$ cat src/rtl/pc_unit.sv
// pc_unit: program-counter unit for the rv32im core.
//
// Produces the fetch address. It supports sequential advance, branch/jump redirect,
// trap entry, stall, and halt/resume. A redirect whose target is misaligned parks the
// unit in FAULT until a trap is taken. The unit also counts every curr_addr update
// for debug.
//
// Ports:
//   clk            rising-edge clock
//   rst            synchronous, active-high reset
//   stall          hold curr_addr this cycle (RUN only)
//   redirect_valid load redirect_addr (branch or jump taken)
//   redirect_addr  redirect target
//   trap_valid     load TRAP_VECTOR
//   halt_req       request halt (RUN only)
//   resume         leave HALT
//   curr_addr      registered fetch address
//   pc_valid       curr_addr is a fetch request this cycle (state RUN)
//   misaligned     high while in FAULT
//   fault_addr     offending redirect target, latched on fault entry
//   update_count   number of curr_addr loads/advances since reset
//   state_o        FSM state: BOOT=0, RUN=1, HALT=2, FAULT=3
module pc_unit #(
    parameter int unsigned           XLEN         = 32,
    parameter logic [XLEN-1:0]       RESET_VECTOR = '0,
    parameter logic [XLEN-1:0]       TRAP_VECTOR  = XLEN'(32'h0000_0100),
    parameter int unsigned           INC          = 4,
    parameter int unsigned           ALIGN        = 4,
    parameter int unsigned           COUNT_W      = 32
) (
    input  logic               clk,
    input  logic               rst,
    input  logic               stall,
    input  logic               redirect_valid,
    input  logic [XLEN-1:0]    redirect_addr,
    input  logic               trap_valid,
    input  logic               halt_req,
    input  logic               resume,
    output logic [XLEN-1:0]    curr_addr,
    output logic               pc_valid,
    output logic               misaligned,
    output logic [XLEN-1:0]    fault_addr,
    output logic [COUNT_W-1:0] update_count,
    output logic [1:0]         state_o
);

    typedef enum logic [1:0] {
        StBoot  = 2'd0,
        StRun   = 2'd1,
        StHalt  = 2'd2,
        StFault = 2'd3
    } state_e;

    localparam logic [XLEN-1:0] IncStep = XLEN'(INC);

    state_e             state_q, state_d;
    logic [XLEN-1:0]    addr_q, addr_d;
    logic [XLEN-1:0]    fault_q, fault_d;
    logic [COUNT_W-1:0] count_q;
    logic               load;
    logic               target_aligned;

    // ALIGN=2 only needs bit 0 clear; anything else is treated as word alignment.
    assign target_aligned = (ALIGN == 2) ? ~redirect_addr[0] : (redirect_addr[1:0] == 2'b00);

    always_comb begin
        state_d = state_q;
        addr_d  = addr_q;
        fault_d = fault_q;
        load    = 1'b0;
        unique case (state_q)
            StBoot: begin
                state_d = StRun;
            end
            StRun: begin
                if (trap_valid) begin
                    addr_d = TRAP_VECTOR;
                    load   = 1'b1;
                end else if (redirect_valid) begin
                    if (target_aligned) begin
                        addr_d = redirect_addr;
                        load   = 1'b1;
                    end else begin
                        fault_d = redirect_addr;
                        state_d = StFault;
                    end
                end else if (halt_req) begin
                    state_d = StHalt;
                end else if (!stall) begin
                    addr_d = addr_q + IncStep;
                    load   = 1'b1;
                end
            end
            StHalt: begin
                if (trap_valid) begin
                    addr_d  = TRAP_VECTOR;
                    load    = 1'b1;
                    state_d = StRun;
                end else if (resume) begin
                    // Held address is refetched, so no load.
                    state_d = StRun;
                end
            end
            StFault: begin
                // fault_addr is kept after the trap until the next fault.
                if (trap_valid) begin
                    addr_d  = TRAP_VECTOR;
                    load    = 1'b1;
                    state_d = StRun;
                end
            end
        endcase
    end

    always_ff @(posedge clk) begin
        if (rst) begin
            state_q <= StBoot;
            addr_q  <= RESET_VECTOR;
            fault_q <= '0;
            count_q <= '0;
        end else begin
            state_q <= state_d;
            addr_q  <= addr_d;
            fault_q <= fault_d;
            if (load) begin
                count_q <= count_q + COUNT_W'(1);
            end
        end
    end

    assign curr_addr    = addr_q;
    assign fault_addr   = fault_q;
    assign update_count = count_q;
    assign state_o      = state_q;
    assign pc_valid     = (state_q == StRun);
    assign misaligned   = (state_q == StFault);

endmodule

$ cat config.mk
export PLATFORM = sky130hd
export DESIGN_NAME = pc_unit
export DESIGN_NICKNAME = d
export VERILOG_FILES = /design/src/rtl/pc_unit.sv
export SDC_FILE = /design/constraint.sdc
export NUM_CORES = 1
export LEC_CHECK = 0
export CAP_MARGIN = 20
export CORE_MARGIN = 2
export CORE_UTILIZATION = 50
export DETAILED_ROUTE_END_ITERATION = 7
export DONT_BUFFER_PORTS = 1
export PLACE_DENSITY_LB_ADDON = 0.15
export SLEW_MARGIN = 10
export SYNTH_ARGS = -nofsm -noshare
export SYNTH_HDL_FRONTEND = slang
export SYNTH_SLANG_ARGS = --single-unit
$ cat constraint.sdc
create_clock -name clk -period 3.4 [get_ports clk]
set_input_delay 0.68 -clock clk [delete_from_list [all_inputs] [get_ports clk]]
set_output_delay 0.68 -clock clk [all_outputs]
set_load 0.05 [all_outputs]
# Yosys cells after proc, flatten, opt, wreduce, memory -nomap -nowiden
# Index checks and enable logic that the tools add are counted.
totals:
  register_bits: 98
  ram_bits: 0
  latchBits: 0
  output_inout_bits: 100
  rom_bits: 0
  inputBits: 39
  n_memories: 0
  elab_cells: 49
op_classes:
  n_mul: 0
  eq_ne: 12
  n_reduce_logical: 7
  div: 0
  n_mux: 22
  bitwise: 2
  n_shift: 0
  addsub: 2
  n_lt_le_gt_ge: 0
ops:
  columns: ["op", "count"]
  rows:
  - ["32-bit 2-to-1 mux", 6]
  - ["32-bit one-hot mux with 2 select lines", 1]
  - ["32-bit by 1-bit adder with 32-bit output, second input constant", 1]
  - ["32-bit by 3-bit adder with 32-bit output, second input constant", 1]
  - ["2-bit 2-to-1 mux", 7]
  - ["5-bit AND reduction", 2]
  - ["3-bit != test, second input constant", 3]
  - ["4-bit != test, second input constant", 2]
  - ["2-bit one-hot mux with 4 select lines", 1]
  - ["1-bit 2-to-1 mux", 6]
  - ["2-bit equality test, second input constant", 2]
  - ["2-bit logical NOT", 2]
  - ["2-bit != test, second input constant", 2]
  - ["4-bit by 3-bit != test with 1-bit output, second input constant", 1]
  - ["4-bit AND reduction", 1]
  - ["2-bit by 1-bit equality test with 1-bit output, second input constant", 1]
  - ["2-bit by 1-bit != test with 1-bit output, second input constant", 1]
  - ["1-bit NOT", 2]
  - ["1-bit one-hot mux with 2 select lines", 1]
  - ["2-bit nonzero test", 1]
  - ["2-bit OR reduction", 1]

# Longest topological paths before layout
# Gate-level depths: netlist (run 1).
depth:
  depth_word: 6
  mapped_depth: 8
  mapped_depth_nobuf: 6

# Least setup slack after synthesis (run 1)
# OpenSTA, ideal clock, no wires.
synth_timing:
  kind: "input-to-reg"
  startpoint: "input redirect_valid"
  endpoint: "register count_q[24], in the netlist update_count[24]"
  setup_ns: 0.070
  t_required_ns: 3.330
  arrival_time_ns: 2.491
  path_buffers: 2
  setup_slack_ns: 0.839
  stages: 7
  cell_sequence: "buf_2 -> or3_1 -> buf_2 -> a311oi_4 -> nand3_2 -> or3_1 -> a21oi_1"
synth_between:
  elab_chain_cells: 3
synth_lines:
  columns: ["element", "line_no", "rtl"]
  rows:
  - ["from (decl)", "34", "input logic redirect_valid,"]
  - ["1-bit 2-to-1 mux", "79", "end else if (redirect_valid) begin"]
  - ["1-bit 2-to-1 mux", "76", "if (trap_valid) begin"]
  - ["1-bit one-hot mux with 2 select lines", "71", "unique case (state_q)"]
  - ["to (signal assigned)", "126", "count_q <= count_q + COUNT_W'(1);"]
  - ["to (decl)", "59", "logic [COUNT_W-1:0] count_q;"]
# No other way between the ends.
# A chain may end at the register's enable or synchronous reset.

# Worst setup path after layout (run 1)
layout_timing:
  startpoint: "register addr_q[12], in the netlist curr_addr[12]"
  endpoint: "register addr_q[21], in the netlist curr_addr[21]"
layout_between:
  elab_chain_cells: 6
layout_lines:
  columns: ["element", "line_no", "rtl"]
  rows:
  - ["from (decl)", "57", "logic [XLEN-1:0] addr_q, addr_d;"]
  - ["from (signal assigned)", "123", "addr_q <= addr_d;"]
  - ["32-bit by 3-bit adder with 32-bit output", "90", "addr_d = addr_q + IncStep;"]
  - ["32-bit 2-to-1 mux", "89", "end else if (!stall) begin"]
  - ["32-bit 2-to-1 mux", "87", "end else if (halt_req) begin"]
  - ["32-bit 2-to-1 mux", "79", null]
  - ["32-bit 2-to-1 mux", "76", null]
  - ["32-bit one-hot mux with 2 select lines", "71", null]
# No other way between the ends. The select of a mux whose other input is x is not followed.

==> impl_metrics.ini, run 1 <==
[outcome]
status = complete, no violations

[place]
numPortBuffers = 0
place_area_um2 = 4820
hpwl_mm = 8.64
place_worst_setup_slack_ns = 0.770
place_inst = 693
routabilityCongestion = 0.847

[power]
ir_worst_vdd_v = 0.000221
clockPowerShare_pct = 37.0
switching_share_pct = 25.5
comb_power_share_pct = 5.9
powerDensity_nw_per_um2 = 433
seq_power_share_pct = 57.1
power_switching_uw = 554
intPower_mw = 1.62
p_leak_nw = 1.70

[logic_synthesis]
syn-num-nets = 630
synth.avg_cell_area_um2 = 7.80
ys_seq_area_share_pct = 42.7
synth_cell_types = 48
ys_ff_latch = 98
synthesis.area_um2 = 4590
syn_inst = 589
synth_top_cell_by_area = dfxtp_1
synthTopCellsByArea = dfxtp_1 43%, nand2_1 8.7%, a21oi_1 6.8%
yosys_warnings = 0
ys.flop_type = dfxtp_1
synthArstFlopShare_pct = 0
netlist.area_leader.share_pct = 42.7
synth_edf_count = 0

[floorplanning]
die_y_um = 99.8
start_util_pct = 52.2
design.core.area_um2 = 8810
rows = 34
ios = 139
die_w_um = 99.8
die_area_um2 = 9970

[cts]
cts_made_buffers = 9
postCtsSetupRepairBufs = 0
insertion_delay_ns = 0.35
clk_pin_slew_ns = 0.10
hold_buffers = 0
cts-htree-levels = 3
cts_tree = built
clock-root-buffer = clkbuf_8
numClockSinks = 98
cts_resized = 0
clock_path_buffers = 2

[routing]
viasPerCell = 6.09
wl_per_cell_um = 17.3
drc = 0
final_antenna_net_count = 0
num_vias = 4314
dr.pass1.iters = 5
drt-total-wl_mm = 12.3
drtIter0Drc = 236

[timing]
period_minus_slack_ns = 2.52
hold_violations = 0
holdWs_ns = 0.382
setup_viol = 0
fin_tns_setup_ns = 0
max_freq_mhz = 397
relSlewSlack_pct = 38.4
period_share_pct = 74.1
slew_violations = 0
rsz0062_at_grt = false
worst_slack_ns = 0.880
fin_skew_ns = 0.0103
worstMarginPinSlew_ns = 0.921

[worst_setup_path]
endpoint = curr_addr[21]
worst_r2r_path_depth = 5
path_class = reg -> reg
critPathArrivalTime_ns = 2.76
worstSetupEndpointType = register
regToRegSetupSlack_ns = 0.88
crit_fanout = 5
startpoint = curr_addr[12]
rr_endpoint = curr_addr[21]
r2r_start = curr_addr[12]
cp-start-kind = register
cp.required_ns = 3.64

[global_routing]
antenna_found_initial = 0
grt_pass1_vias = 3997
grt_overflow = 0
grt_use_total_pct = 24.6
grt_max_degree = 81
grt_pass1_wl_mm = 20.1

[worst_hold_path]
whs_path_depth = 1
holdCritPathClass = in -> reg

[cells_and_area]
layout.cells.non_filler = 708
layout.nets = 637
final_common_cell = nand2_1
syn_to_final_growth_pct = 9.48
antennaDiodeCount = 0
drive_above_1_share_pct = 8.33
final_cell_mix = 107 x nand2_1, 98 x dfxtp_1, 62 x a21oi_1
final_cell_area_um2 = 5030

[flow_run]
drv_cap = 0
[synthesized netlist by cell type (all sizes together) (2+ instances only)]
cell type  count
o211ai         4
nor3b          3
a21oi         62
nand4         25
o21ai         37
nor3           7
or3            9
a32o           3
a31o           2
o211a          2
nand3         31
nor4          14
o31ai          3
a31oi          7
xnor2          2
and3           8
and4           3
dfxtp         98
clkbuf        26
mux2i          3
xor2          24
o22ai          3
inv            8
o311ai         6
buf            8
ha             2
and2           7
a22oi          7
nand2        107
a22o           2
a32oi          2
nor2          50
[worst min path at each step]
stage	from	slack, ns	end
after CTS	rst	0.37	fault_addr[23]
after floorplan	fault_addr[30]	0.67	fault_addr[30]
after global placement	curr_addr[2]	0.48	curr_addr[2]
after global routing	rst	0.36	fault_addr[25]
after detailed placement	curr_addr[2]	0.50	curr_addr[2]
final	rst	0.38	fault_addr[23]
[power groups by stage]
stage / Sequential [mW] / Clock [mW] / Combinational (mW)
after floorplan: 1.28 / 0 / 0.102
after global placement: 1.27 / 0 / 0.127
after detailed placement: 1.27 / 0 / 0.129
after CTS: 1.24 / 0.827 / 0.130
after global routing: 1.25 / 0.868 / 0.143
final: 1.24 / 0.805 / 0.129
[area by class of cell]
| type | instances | area, um^2 |
|---|---|---|
| Fill cell | 828 | 3780 |
| Multi-Input combinational cell | 449 | 2470 |
| Sequential cell | 98 | 1960 |
| Timing Repair Buffer | 30 | 225 |
| Tap cell | 108 | 135 |
| Clock buffer | 10 | 128 |
| Clock inverter | 5 | 80.1 |
| Inverter | 8 | 30.0 |
[registers in the layout (all words and copies together) (netlist names)]
name	cells
curr_addr	32
fault_addr	32
state_o	2
update_count	32
[cell families (layout without fill, tap and decap cells)]
family	count (synthesis)	after routing	share of synthesized area (%)
adders and majority gates	2	2	0.545
AOI/OAI and AO/OA	148	148	19.6
and+or+nand+nor	270	270	28.0
DFF	98	98	42.7
xor gates and xnor gates	26	26	4.96
muxes	3	3	0.654
buffers and inverters	42	53	3.54
[layer usage]
layer / wire length (um) / GRT usage, % / up-vias
li1: - / - / 2131
met1: 5360 / 33.8 / 2026
met2: 5800 / 38.5 / 147
met3: 975 / 6.13 / 10
met4: 120 / 7.06 / 0
met5: 0 / 0 / -
[per-stage QoR]
stage	total power, mW	utilization, %
final	2.18	57.1
after global routing	2.26	57.1
after CTS	2.20	57.1
after detailed placement	1.40	54.7
after global placement	1.39	54.7
after floorplan	1.38	-
[critical path, stage by stage (launching register included)]
cell and delay, ns:
dfxtp_1 0.72, nand4_1 0.32, nor4_1 0.80, nor3b_1 0.35
a21o_1 0.16, o21ai_0 0.06
No activity file was read; power rests on OpenSTA's default activity.
==> run 2: changes to the inputs <==
Clock period 3.4 ns to 2.1 ns, I/O delays scaled along.
==> impl_metrics.ini, run 2 (same netlist as run 1, synthesis figures left out) <==
[cts]
insertion_delay_ns = 0.36
clock-root-buffer = clkbuf_8
cts_tree = built
clk_pin_slew_ns = 0.10
hold_buffers = 0
cts-htree-levels = 3
clock_path_buffers = 2
numClockSinks = 98
cts_made_buffers = 9

[global_routing]
grt_max_degree = 81
grt_pass1_vias = 4320
antenna_found_initial = 0
grt_overflow = 0
grt_use_total_pct = 26.0
grt_pass1_wl_mm = 21.1

[floorplanning]
design.core.area_um2 = 8810
die_y_um = 99.8
die_w_um = 99.8
die_area_um2 = 9970
ios = 139
start_util_pct = 52.2
rows = 34

[place]
numPortBuffers = 0
routabilityCongestion = 0.888
hpwl_mm = 9.29

[worst_setup_path]
cp-start-kind = register
path_class = reg -> reg
crit_fanout = 7
critPathArrivalTime_ns = 2.17
crit_family = simple AND/OR/NAND/NOR gates
worstSetupEndpointType = register
crit_buf_inv = 0
slowest_delay_ns = 0.55
cp.required_ns = 2.34
path_cells = ha_1, nand3_1, nor2_1, a31oi_1, o21ai_0, o211ai_1
crit_path_top_delay_cell = nor2_1

[timing]
period_share_pct = 91.9
worstMarginPinSlew_ns = 0.627
rsz0062_at_grt = false
fin_skew_ns = 0.0137
hold_violations = 0
max_freq_mhz = 518
fin_tns_setup_ns = 0
setup_viol = 0
relSlewSlack_pct = 58.1
slew_violations = 0
period_minus_slack_ns = 1.93

[routing]
drt-total-wl_mm = 13.1
dr.pass1.iters = 5
drtIter0Drc = 197
final_antenna_net_count = 0
drc = 0
wl_per_cell_um = 17.3
viasPerCell = 6.09
num_vias = 4596

[power]
clockPowerShare_pct = 39.6
seq_power_share_pct = 53.2
power_switching_uw = 922
intPower_mw = 2.80
p_leak_nw = 2.04
finalPower_mw = 3.72
comb_power_share_pct = 7.2
powerDensity_nw_per_um2 = 675
switching_share_pct = 24.8
ir_worst_vdd_v = 0.000355

[cells_and_area]
syn_to_final_growth_pct = 19.9
final_common_cell = nand2_1
final_cell_mix = 107 x nand2_1, 91 x dfxtp_1, 75 x buf_4
drive_above_1_share_pct = 17.3
fin_util_pct = 62.6
layout.nets = 684
antennaDiodeCount = 0

[worst_hold_path]
holdCritPathClass = in -> reg

[outcome]
status = complete, no violations

[flow_run]
drv_cap = 0
## run 2: changes by cell type in the layout (fill, tap and decap cells not counted), sizes merged
| cell | before | now |
|---|---|---|
| buf | 30 | 77 |
| clkinvlp | 2 | 1 |
| bufinv | 2 | 3 |
## run 2: cell type report
cell class                      count  area, um^2
Fill cell                         810        3300
Clock inverter                      5         103
Inverter                            8        30.0
Clock buffer                       10         138
Tap cell                          108         135
Timing Repair Buffer               77         603
Multi-Input combinational cell    449        2530
Sequential cell                    98        1970
## run 2: path summary, 6_finish.rpt
kind,cells past startpoint,slack (ns),from,to
setup / recovery,6,0.17,curr_addr[2],curr_addr[20]
hold reg to reg,2,0.54,update_count[1],update_count[1]
setup reg to reg,6,0.17,curr_addr[2],curr_addr[20]
hold / removal,1,0.11,rst,fault_addr[23]
## run 2: power groups by stage
stage                     registers, mW  logic, mW  clock network [mW]
final                              1.98      0.269                1.47
after global routing               1.98      0.292                1.57
after CTS                          1.98      0.268                1.49
after detailed placement           2.02      0.267                   0
after global placement             2.02      0.262                   0
after floorplan                    2.07      0.168                   0
## run 2: worst reg2reg max path, delay by kind of cell (launching register included)
kind | cells | cell delay (ns)
DFF | 1 | 0.34
and+or+nand+nor | 2 | 0.84
AOI/OAI and AO/OA | 3 | 0.43
adders and majority gates | 1 | 0.21
## run 2: layer usage
metal	vias up	track usage (%)	wire, um
met5	-	0	0
li1	2222	-	-
met1	2171	33.7	5670
met3	22	6.96	1050
met2	181	42.3	6130
met4	0	8.75	235
## run 2: through the flow
| stage | cell area (um^2) | hold WS (ns) | instances | worst slack [ns] |
|---|---|---|---|---|
| after floorplan | 4670 | 0.529 | 589 | -0.0776 |
| after global placement | 5250 | 0.491 | 738 | 0.0363 |
| after detailed placement | 5250 | 0.498 | 738 | 0.00180 |
| after CTS | 5490 | 0.100 | 753 | 0.106 |
| after global routing | 5510 | 0.0914 | 755 | 0.00544 |
| final | 5510 | 0.111 | 755 | 0.171 |
## run 2: timing repair
item,CTS,global route
buffers inserted,0,2
setup endpoints to repair,0,13
gates resized for setup,0,1
